[config.mk]
export PLATFORM = sky130hd
export DESIGN_NAME = mux12_scanner
export DESIGN_NICKNAME = d
export VERILOG_FILES = /design/src/rtl/mux12_scanner.sv
export SDC_FILE = /design/constraint.sdc
export NUM_CORES = 1
export LEC_CHECK = 0
export ABC_CLOCK_PERIOD_IN_PS = 2750
export CORE_AREA = 2 2 72 74
export CTS_CLUSTER_SIZE = 40
export DETAILED_ROUTE_END_ITERATION = 8
export DIE_AREA = 0 0 74 76
export PLACE_DENSITY = 0.69
export SYNTH_ARGS = -nofsm -noshare
export SYNTH_HDL_FRONTEND = slang
export SYNTH_SLANG_ARGS = --single-unit
[constraint.sdc]
create_clock -name clk -period 2.75 [get_ports clk]
set_input_delay 0.55 -clock clk [delete_from_list [all_inputs] [get_ports clk]]
set_output_delay 0.55 -clock clk [all_outputs]
set_load 0.05 [all_outputs]
[src/rtl/mux12_scanner.sv]
// Steps a 1-bit mux through its channels with a settle delay, sampling each into a shadow word
// and publishing an N-bit snapshot with a one-cycle valid pulse; optional back-to-back scanning.
module mux12_scanner #(
  parameter int unsigned N      = 12,
  parameter int unsigned SEL_W  = 4,
  parameter int unsigned SETTLE = 1
) (
  input  logic             clk,
  input  logic             rst_n,
  input  logic             start_i,
  input  logic             cont_i,
  input  logic             mux_y_i,
  output logic [SEL_W-1:0] sel_o,
  output logic             busy_o,
  output logic [N-1:0]     data_o,
  output logic             valid_o
);

  typedef enum logic [1:0] {StIdle, StSettle, StSample} state_e;

  // With no settle time every channel goes straight to its sampling cycle.
  localparam state_e           ScanEntry  = (SETTLE == 0) ? StSample : StSettle;
  localparam logic [3:0]       SettleLast = (SETTLE == 0) ? 4'd0 : 4'(SETTLE - 1);
  localparam logic [SEL_W-1:0] SelLast    = SEL_W'(N - 1);

  state_e           state_q, state_d;
  logic [SEL_W-1:0] sel_q, sel_d;
  logic [3:0]       cnt_q, cnt_d;
  logic [N-1:0]     shadow_q, shadow_d;
  logic [N-1:0]     data_q, data_d;
  logic             busy_q, busy_d;
  logic             valid_q, valid_d;
  logic [N-1:0]     merged;

  always_comb begin
    state_d  = state_q;
    sel_d    = sel_q;
    cnt_d    = cnt_q;
    shadow_d = shadow_q;
    data_d   = data_q;
    busy_d   = busy_q;
    valid_d  = 1'b0;
    // Shadow plus the bit being sampled now, so the last channel lands in data in the same edge.
    merged          = shadow_q;
    merged[sel_q]   = mux_y_i;

    unique case (state_q)
      StIdle: begin
        sel_d = '0;
        if (start_i) begin
          state_d = ScanEntry;
          busy_d  = 1'b1;
          cnt_d   = '0;
        end
      end
      StSettle: begin
        if (cnt_q == SettleLast) begin
          state_d = StSample;
        end else begin
          cnt_d = cnt_q + 4'd1;
        end
      end
      StSample: begin
        shadow_d = merged;
        cnt_d    = '0;
        if (sel_q != SelLast) begin
          sel_d   = sel_q + 1'b1;
          state_d = ScanEntry;
        end else begin
          data_d  = merged;
          valid_d = 1'b1;
          sel_d   = '0;
          if (cont_i) begin
            state_d = ScanEntry;
          end else begin
            busy_d  = 1'b0;
            state_d = StIdle;
          end
        end
      end
      default: state_d = StIdle;
    endcase
  end

  always_ff @(posedge clk or negedge rst_n) begin
    if (!rst_n) begin
      state_q  <= StIdle;
      sel_q    <= '0;
      cnt_q    <= '0;
      shadow_q <= '0;
      data_q   <= '0;
      busy_q   <= 1'b0;
      valid_q  <= 1'b0;
    end else begin
      state_q  <= state_d;
      sel_q    <= sel_d;
      cnt_q    <= cnt_d;
      shadow_q <= shadow_d;
      data_q   <= data_d;
      busy_q   <= busy_d;
      valid_q  <= valid_d;
    end
  end

  assign sel_o   = sel_q;
  assign busy_o  = busy_q;
  assign data_o  = data_q;
  assign valid_o = valid_q;

endmodule

# Yosys cells after proc, flatten, opt, wreduce, memory -nomap -nowiden
# Index checks and enable logic that the tools add are counted.
[op_classes]
n_reduce_logical = 9
shifts = 0
n_eq_ne = 8
add_sub_neg = 2
div_mod_pow = 0
n_lt_le_gt_ge = 2
n_bitwise = 1
muxes = 19
multipliers = 0
[op_table]
columns = ["op", "n"]
rows = [
  ["bitwise mux 12 bit", 1],
  ["two-way mux 4 bit", 3],
  ["one-hot mux 4 bit (3 select lines)", 1],
  ["inequality test 2 bit, second input constant", 5],
  ["adder 4 x 1 -> 4 bit, second input constant", 2],
  ["two-way mux 1 bit", 8],
  ["one-hot mux 4 bit (2 select lines)", 1],
  ["one-hot mux 2 bit (3 select lines)", 1],
  ["less-than comparator 4 x 5 -> 1 bit, second input constant", 1],
  ["demux 1 bit (select 4 bit)", 1],
  [">= comparator 4 x 1 -> 1 bit, second input constant", 1],
  ["zero test 4 bit", 1],
  ["two-way mux 2 bit", 2],
  ["inequality test 4 bit, second input constant", 1],
  ["AND reduction 2 bit", 2],
  ["AND reduction 4 bit", 1],
  ["AND reduction 3 bit", 1],
  ["nonzero test 3 bit", 1],
  ["equality test 2 x 1 -> 1 bit, second input constant", 1],
  ["equality test 2 bit, second input constant", 1],
  ["zero test 2 bit", 1],
  ["one-hot mux 1 bit (2 select lines)", 1],
  ["nonzero test 2 bit", 1],
  ["logical AND 1 bit", 1],
  ["inverter 1 bit", 1],
]
[totals]
rom_bits = 0
inputBits = 5
latchBits = 0
n_memories = 0
out_inout_bits = 18
reg_bits = 36
ramBits = 0
elab_cells = 48

# Logic depth before layout (Yosys ltp)
# Gate-level depths: netlist of the first run.
[logic_depth]
word_depth = 5
depth_mapped = 6
depth_no_buf = 5

# Worst setup path after synthesis of the first run
# OpenSTA, ideal clock, no wires.
[synth_path]
path_type = "register to register"
startpoint = "register sel_q[0] (netlist: sel_o[0])"
endpoint = "register data_q[11] (netlist: data_o[11])"
period_less_slack_ns = 1.994
required_ns = 2.625
setup_ns = 0.125
setup_slack_ns = 0.756
n_path_buf = 1
path_stages_with_launch = 6
arrival_time_ns = 1.869
cell_sequence = "dfrtp_1 > ha_1 > nand3b_1 > nor2_4 > buf_6 > mux2_2"
[synth_between]
elab_chain_cells = 5
word_cells_on_any_way = 9
cone_classes = "order compare (2); eq/ne (1); mux (3); bitwise (1); reduce/logical (2)"
[synth_lines]
columns = ["element", "line", "rtl"]
rows = [
  ["start: declaration", "27", "logic [SEL_W-1:0] sel_q, sel_d;"],
  ["start signal: assignment", "96", "sel_q <= sel_d;"],
  ["less-than comparator 4 x 5 -> 1 bit (implied by the code) / >= comparator 4 x 1 -> 1 bit (equally long branches)", "45", "merged[sel_q] = mux_y_i;"],
  ["logical AND 1 bit (implied by the code)", "45", ""],
  ["two-way mux 1 bit (implied by the code)", "45", ""],
  ["demux 1 bit (select 4 bit)", "45", ""],
  ["bitwise mux 12 bit", "45", ""],
  ["end signal: assignment", "99", "data_q <= data_d;"],
  ["end: declaration", "30", "logic [N-1:0] data_q, data_d;"],
]
# Several ways; a longest one is shown, not always the timed one.
# A chain may end at the register's enable or synchronous reset.

# Worst setup path after layout of the first run
[layout_path]
startpoint = "register sel_q[2] (netlist: sel_o[2])"
endpoint = "output port sel_o[2]"
[layout_lines]
columns = ["element", "line", "rtl"]
rows = [
  ["end: declaration", "13", "output logic [SEL_W-1:0] sel_o,"],
]
# No word-level cell between the ends.

==> results of run 1 <==
power breakdown:
part           total, mW  internal [mW]  switching [mW]
clock              0.414          0.228           0.187
sequential         0.691          0.580           0.111
combinational      0.433          0.204           0.229
total               1.54           1.01           0.526
metal layers:
| layer | share of wire (%) | vias to the layer above |
|---|---|---|
| met4 | 2.9 | 0 |
| met3 | 4.8 | 6 |
| met5 | 0 | - |
| met1 | 47 | 602 |
| met2 | 45 | 32 |
| li1 | - | 601 |
stage by stage:
stage | hold WS [ps] | util, % | cells
5_1_grt | 534.4 | 45.70 | 251
3_5_place_dp | 482.1 | 43.58 | 243
3_3_place_gp | 475.4 | 43.58 | 243
2_1_floorplan | 254.4 | - | 159
6_report | 489.8 | 45.70 | 251
4_1_cts | 498.6 | 45.70 | 251
Yosys cell counts, types with 3 or more instances:
cell,n
buf_4,3
clkbuf_1,5
dfrtp_1,35
ha_1,6
inv_1,7
mux2_2,19
mux2_4,11
nand2_1,14
nand3b_1,8
nor2_1,6
nor2b_1,4
nor3b_1,3
o21ai_0,6
registers in the layout (all words and copies together), names as in the netlist:
name,flops
valid_o,1
state_q,2
cnt_q,4
busy_o,1
sel_o,4
data_o,12
shadow_q,11
logic make-up (layout without fill, tap and decap cells):
kind of cell	Yosys count	after routing	synth area share [%]
multiplexers	32	32	21.28
AND/OR/NAND/NOR	48	48	16.02
AO/OA/AOI/OAI	21	21	7.381
flip-flops	35	35	46.54
adder cells (fa/ha/maj)	6	6	3.989
buffers and inverters	17	39	4.787
cell type report:
| type | count | area [um^2] |
|---|---|---|
| multi-input combinational | 107 | 915.9 |
| inverter | 7 | 26.28 |
| sequential | 35 | 875.8 |
| tap | 70 | 87.58 |
| clock buffer | 7 | 96.34 |
| clock inverter | 1 | 7.507 |
| fill | 461 | 2668 |
| timing repair buffer | 24 | 235.2 |
worst max path at each step:
stage / start / endpoint
after global routing: sel_o[2] / sel_o[2]
after CTS: sel_o[2] / sel_o[2]
final: sel_o[2] / sel_o[2]
after global placement: mux_y_i / data_o[4]
after detailed placement: sel_o[2] / sel_o[2]
after floorplan: sel_o[0] / data_o[11]
==> flow_metrics.tcl, run 1 <==
set metrics [dict create \
    initial_core_util_pct 38.31 \
    power.density_nw_per_um2 685.0 \
    n_antenna_cell 0 \
    dieArea_um2 5624 \
    grt_pass1_wl_um 5637 \
    netlist.top_cell.by_area "dfrtp_1" \
    busiest_layer "met2" \
    synth-seq-area-share_pct 46.54 \
    cts_setup_buffers 0 \
    grt.total_usage_pct 13.45 \
    path_buf_inv 1 \
    final_common_cell "dfrtp_1" \
    fin_worst_skew_ps 10.37 \
    finalSetupViolations 0 \
    final_area_um2 2245 \
    pre_cts_ws_ps 624.5 \
    drt_pre_antenna_iters 4 \
    worstHoldPathCells 1 \
    synth_edf_count 0 \
    worst_slew_pin_slew_ps 622.7 \
    slew_headroom_pct 58.36 \
    synthFlopType "dfrtp_1" \
    cp_slowest_stage_delay_ps 910 \
    synthTopCellsByArea "dfrtp_1 47%, mux2_2 11%, mux2_4 8.8%" \
    synth_top_area_share_pct 46.54 \
    crit_arrival_ps 1890 \
    r2r_start "sel_o[0]" \
    cp.required_ps 2200 \
    setup_ws_ps 306.1 \
    routed_via_density 4.944 \
    synth_fp_nets 170 \
    startpoint_type "register" \
    first_global_vias 1207 \
    path_cells "clkdlybuf4s50_1" \
    ys_types 37 \
    cp-end-kind "primary output" \
    route.detailed.drc 0 \
    ys_seq_elements 35 \
    critPathSlowestCell "clkdlybuf4s50_1" \
    antenna_left 0 \
    drv_cap 0 \
    drv_slew 0 \
    async_reset_ff_share_pct 100.0 \
    ys.warnings.count 0 \
    drtIter0Drc 78 \
    syn_area_um2 1882 \
    postCtsHoldBufs 0 \
    path_clk_slew_ps 70 \
    numClockSinks 35 \
    layout_common_cells "35 x dfrtp_1, 22 x clkdlybuf4s50_1, 19 x mux2_2, 14 x nand2_1, 11 x mux2_4" \
    critPathTopFamily "buffers and inverters" \
    hold_path.startpoint "data_o[7]" \
    rsz0062_at_grt "false" \
    antenna_found_initial 0 \
    worst-r2r-setup-slack_ps 820 \
    cts_resized 0 \
    core-area_um2 4912 \
    min_to "data_o[7]" \
    dp.final_hpwl_um 2212 \
    r2r-end "data_o[9]" \
    cts_root_buf "clkbuf_8" \
    syn-instance-count 159 \
    min_period_ps 2444 \
    crit_type "register to primary output" \
    fp.dieW_um 74 \
    grtUsageMet2_pct 19.38 \
    worst-path-stages 1 \
    placed_area_um2 2141 \
    worstPathMaxFanout 18 \
    wl_per_cell_um 13.22 \
    drive_gt1_share_pct 24.31 \
    area_growth_pct 19.28 \
    status "finished clean" \
    fin_crit_sh_pct 88.87 \
    htree_levels 2 \
    overflow 0 \
    ios 23 \
    cts.path.max_buffers 2 \
    worst_ir_drop_vdd_uv 329.2 \
    fp-row-count 26 \
    dr_total_vias 1241 \
    max_freq_ghz 0.4092 \
    r2r_cells 4 \
    finalHoldViolCount 0 \
    power_mw 1.538 \
    grt_start_max_net_pins 36 \
    io_buffers 22 \
    clk_latency_ps 290 \
    gr-usage-met1_pct 17.25 \
    grt_use_met3_pct 4.365 \
    die_y_um 76 \
    cts_buffers 5 \
    nNetsFinal 191 \
    hold_path.class "register to register" \
    wl_um 3319 \
    tns_ps 0 \
    leakage_nw 0.9583 \
    cts_tree "built" \
    place_congestion 0.7089 \
    avgSynthCellArea_um2 11.84 \
]
Note: power is estimated with default switching activity, not from simulation.
==> run 2, diff against run 1 <==
--- a/config.mk
+++ b/config.mk
@@ -11,6 +11,7 @@
 export DETAILED_ROUTE_END_ITERATION = 8
 export DIE_AREA = 0 0 74 76
 export PLACE_DENSITY = 0.69
+export SETUP_SLACK_MARGIN = 0.3
 export SYNTH_ARGS = -nofsm -noshare
 export SYNTH_HDL_FRONTEND = slang
 export SYNTH_SLANG_ARGS = --single-unit
==> run 2 against run 1 <==
First-iteration DRC count unchanged. Worst setup slack better by 290 ps. Sequential share of layout area about the same. Critical path depth unchanged. Core utilization about the same. Clock skew about the same.
==> flow_metrics.tcl, run 2 (synthesized netlist as in run 1, its figures left out) <==
set metrics [dict create \
    rsz0062_at_grt "false" \
    drive_gt1_share_pct 24.31 \
    first_global_vias 1207 \
    path_buf_inv 1 \
    fin_worst_skew_ps 10.44 \
    place_congestion 0.7089 \
    hold_path.startpoint "data_o[7]" \
    io_buffers 22 \
    final_common_cell "dfrtp_1" \
    fin_crit_sh_pct 78.19 \
    finalHoldViolCount 0 \
    worst_slew_pin_slew_ps 622.7 \
    die_y_um 76 \
    power.density_nw_per_um2 685.3 \
    worstHoldPathCells 1 \
    critPathSlowestCell "clkdlybuf4s50_1" \
    min_period_ps 2150 \
    r2r-end "data_o[9]" \
    n_antenna_cell 0 \
    fp-row-count 26 \
    largest_reg_flops 12 \
    tns_ps 0 \
    cts_setup_buffers 0 \
    cp_slowest_stage_delay_ps 850 \
    initial_core_util_pct 38.31 \
    numClockSinks 35 \
    antenna_found_initial 0 \
    hold_path.class "register to register" \
    status "finished clean" \
    slew_headroom_pct 58.36 \
    crit_arrival_ps 1600 \
    critPathTopFamily "buffers and inverters" \
    cts_buffers 5 \
    layout_common_cells "35 x dfrtp_1, 21 x clkdlybuf4s50_1, 19 x mux2_2, 14 x nand2_1, 11 x mux2_4" \
    wl_um 3318 \
    max_freq_ghz 0.4651 \
    antenna_left 0 \
    dp.final_hpwl_um 2212 \
    ff_latch_area_um2 875.8 \
    drv_slew 0 \
    multi_input_area_um2 915.9 \
    startpoint_type "register" \
    postCtsHoldBufs 0 \
    core-area_um2 4912 \
    power_mw 1.537 \
    path_cells "clkdlybuf4s50_1" \
    min_to "data_o[7]" \
    worst_ir_drop_vdd_uv 329.3 \
    dieArea_um2 5624 \
    drt_pre_antenna_iters 4 \
    fp.dieW_um 74 \
    overflow 0 \
    clk_latency_ps 290 \
    grt.total_usage_pct 13.45 \
    cts_root_buf "clkbuf_8" \
    leakage_nw 0.9631 \
    area_growth_pct 19.22 \
    route.detailed.drc 0 \
    path_clk_slew_ps 70 \
    cts.path.max_buffers 2 \
    fillers 459 \
    cts_tree "built" \
    drtIter0Drc 78 \
    routed_via_density 4.944 \
    worstPathMaxFanout 7 \
    htree_levels 2 \
    r2r_start "sel_o[0]" \
    cp-end-kind "primary output" \
    crit_type "register to primary output" \
    nNetsFinal 191 \
    grt_pass1_wl_um 5637 \
    wl_per_cell_um 13.22 \
    r2r_cells 4 \
    grt_start_max_net_pins 36 \
    drv_cap 0 \
    dr_total_vias 1241 \
    finalSetupViolations 0 \
    cp.required_ps 2200 \
    ios 23 \
    worst-r2r-setup-slack_ps 820 \
]
==> run 2: per-stage QoR <==
stage / hold slack, ps / setup slack, ps / utilization [%] / std cells / cell area, um^2
2_1_floorplan: 254.4 / 756.0 / - / 159 / 1882
3_3_place_gp: 475.4 / 644.3 / 43.58 / 243 / 2141
3_5_place_dp: 482.1 / 624.5 / 43.58 / 243 / 2141
5_1_grt: 534.4 / 519.7 / 45.67 / 251 / 2243
6_report: 489.8 / 599.8 / 45.67 / 251 / 2243
4_1_cts: 498.6 / 572.2 / 45.67 / 251 / 2243
==> run 2: cell type report <==
cell class	instances	share of cell area (%)
multi-input combinational	107	40.83
tap	70	3.904
inverter	7	1.171
clock buffer	7	4.294
clock inverter	1	0.3346
timing repair buffer	24	10.43
sequential	35	39.04
==> run 2: routing by layer <==
layer  part of all wire [%]  global-route usage [%]
met5                      0                       0
met2                     46                   19.38
met4                    2.9                   8.182
met3                    4.8                   4.365
met1                     47                   17.25
==> run 2: repair_timing <==
item,in CTS,in global routing
gates resized for setup,1,0
setup endpoints to repair,1,0
endpoints found under the hold margin,0,0
==> run 2: worst max path at each step <==
stage                  start         end  slack, ps  depth (start not counted)
floorplan           sel_o[0]  data_o[11]        760                          5
global placement     mux_y_i   data_o[4]        640                          3
detailed placement  sel_o[2]    sel_o[2]        620                          1
CTS                 sel_o[0]    sel_o[0]        570                          1
global route        sel_o[0]    sel_o[0]        520                          1
finish              sel_o[0]    sel_o[0]        600                          1
==> run 2: report_power, final <==
part	internal (mW)	switching [mW]	total, mW
Sequential	0.580	0.111	0.691
Combinational	0.203	0.229	0.432
Clock	0.228	0.187	0.414
Total	1.01	0.526	1.54
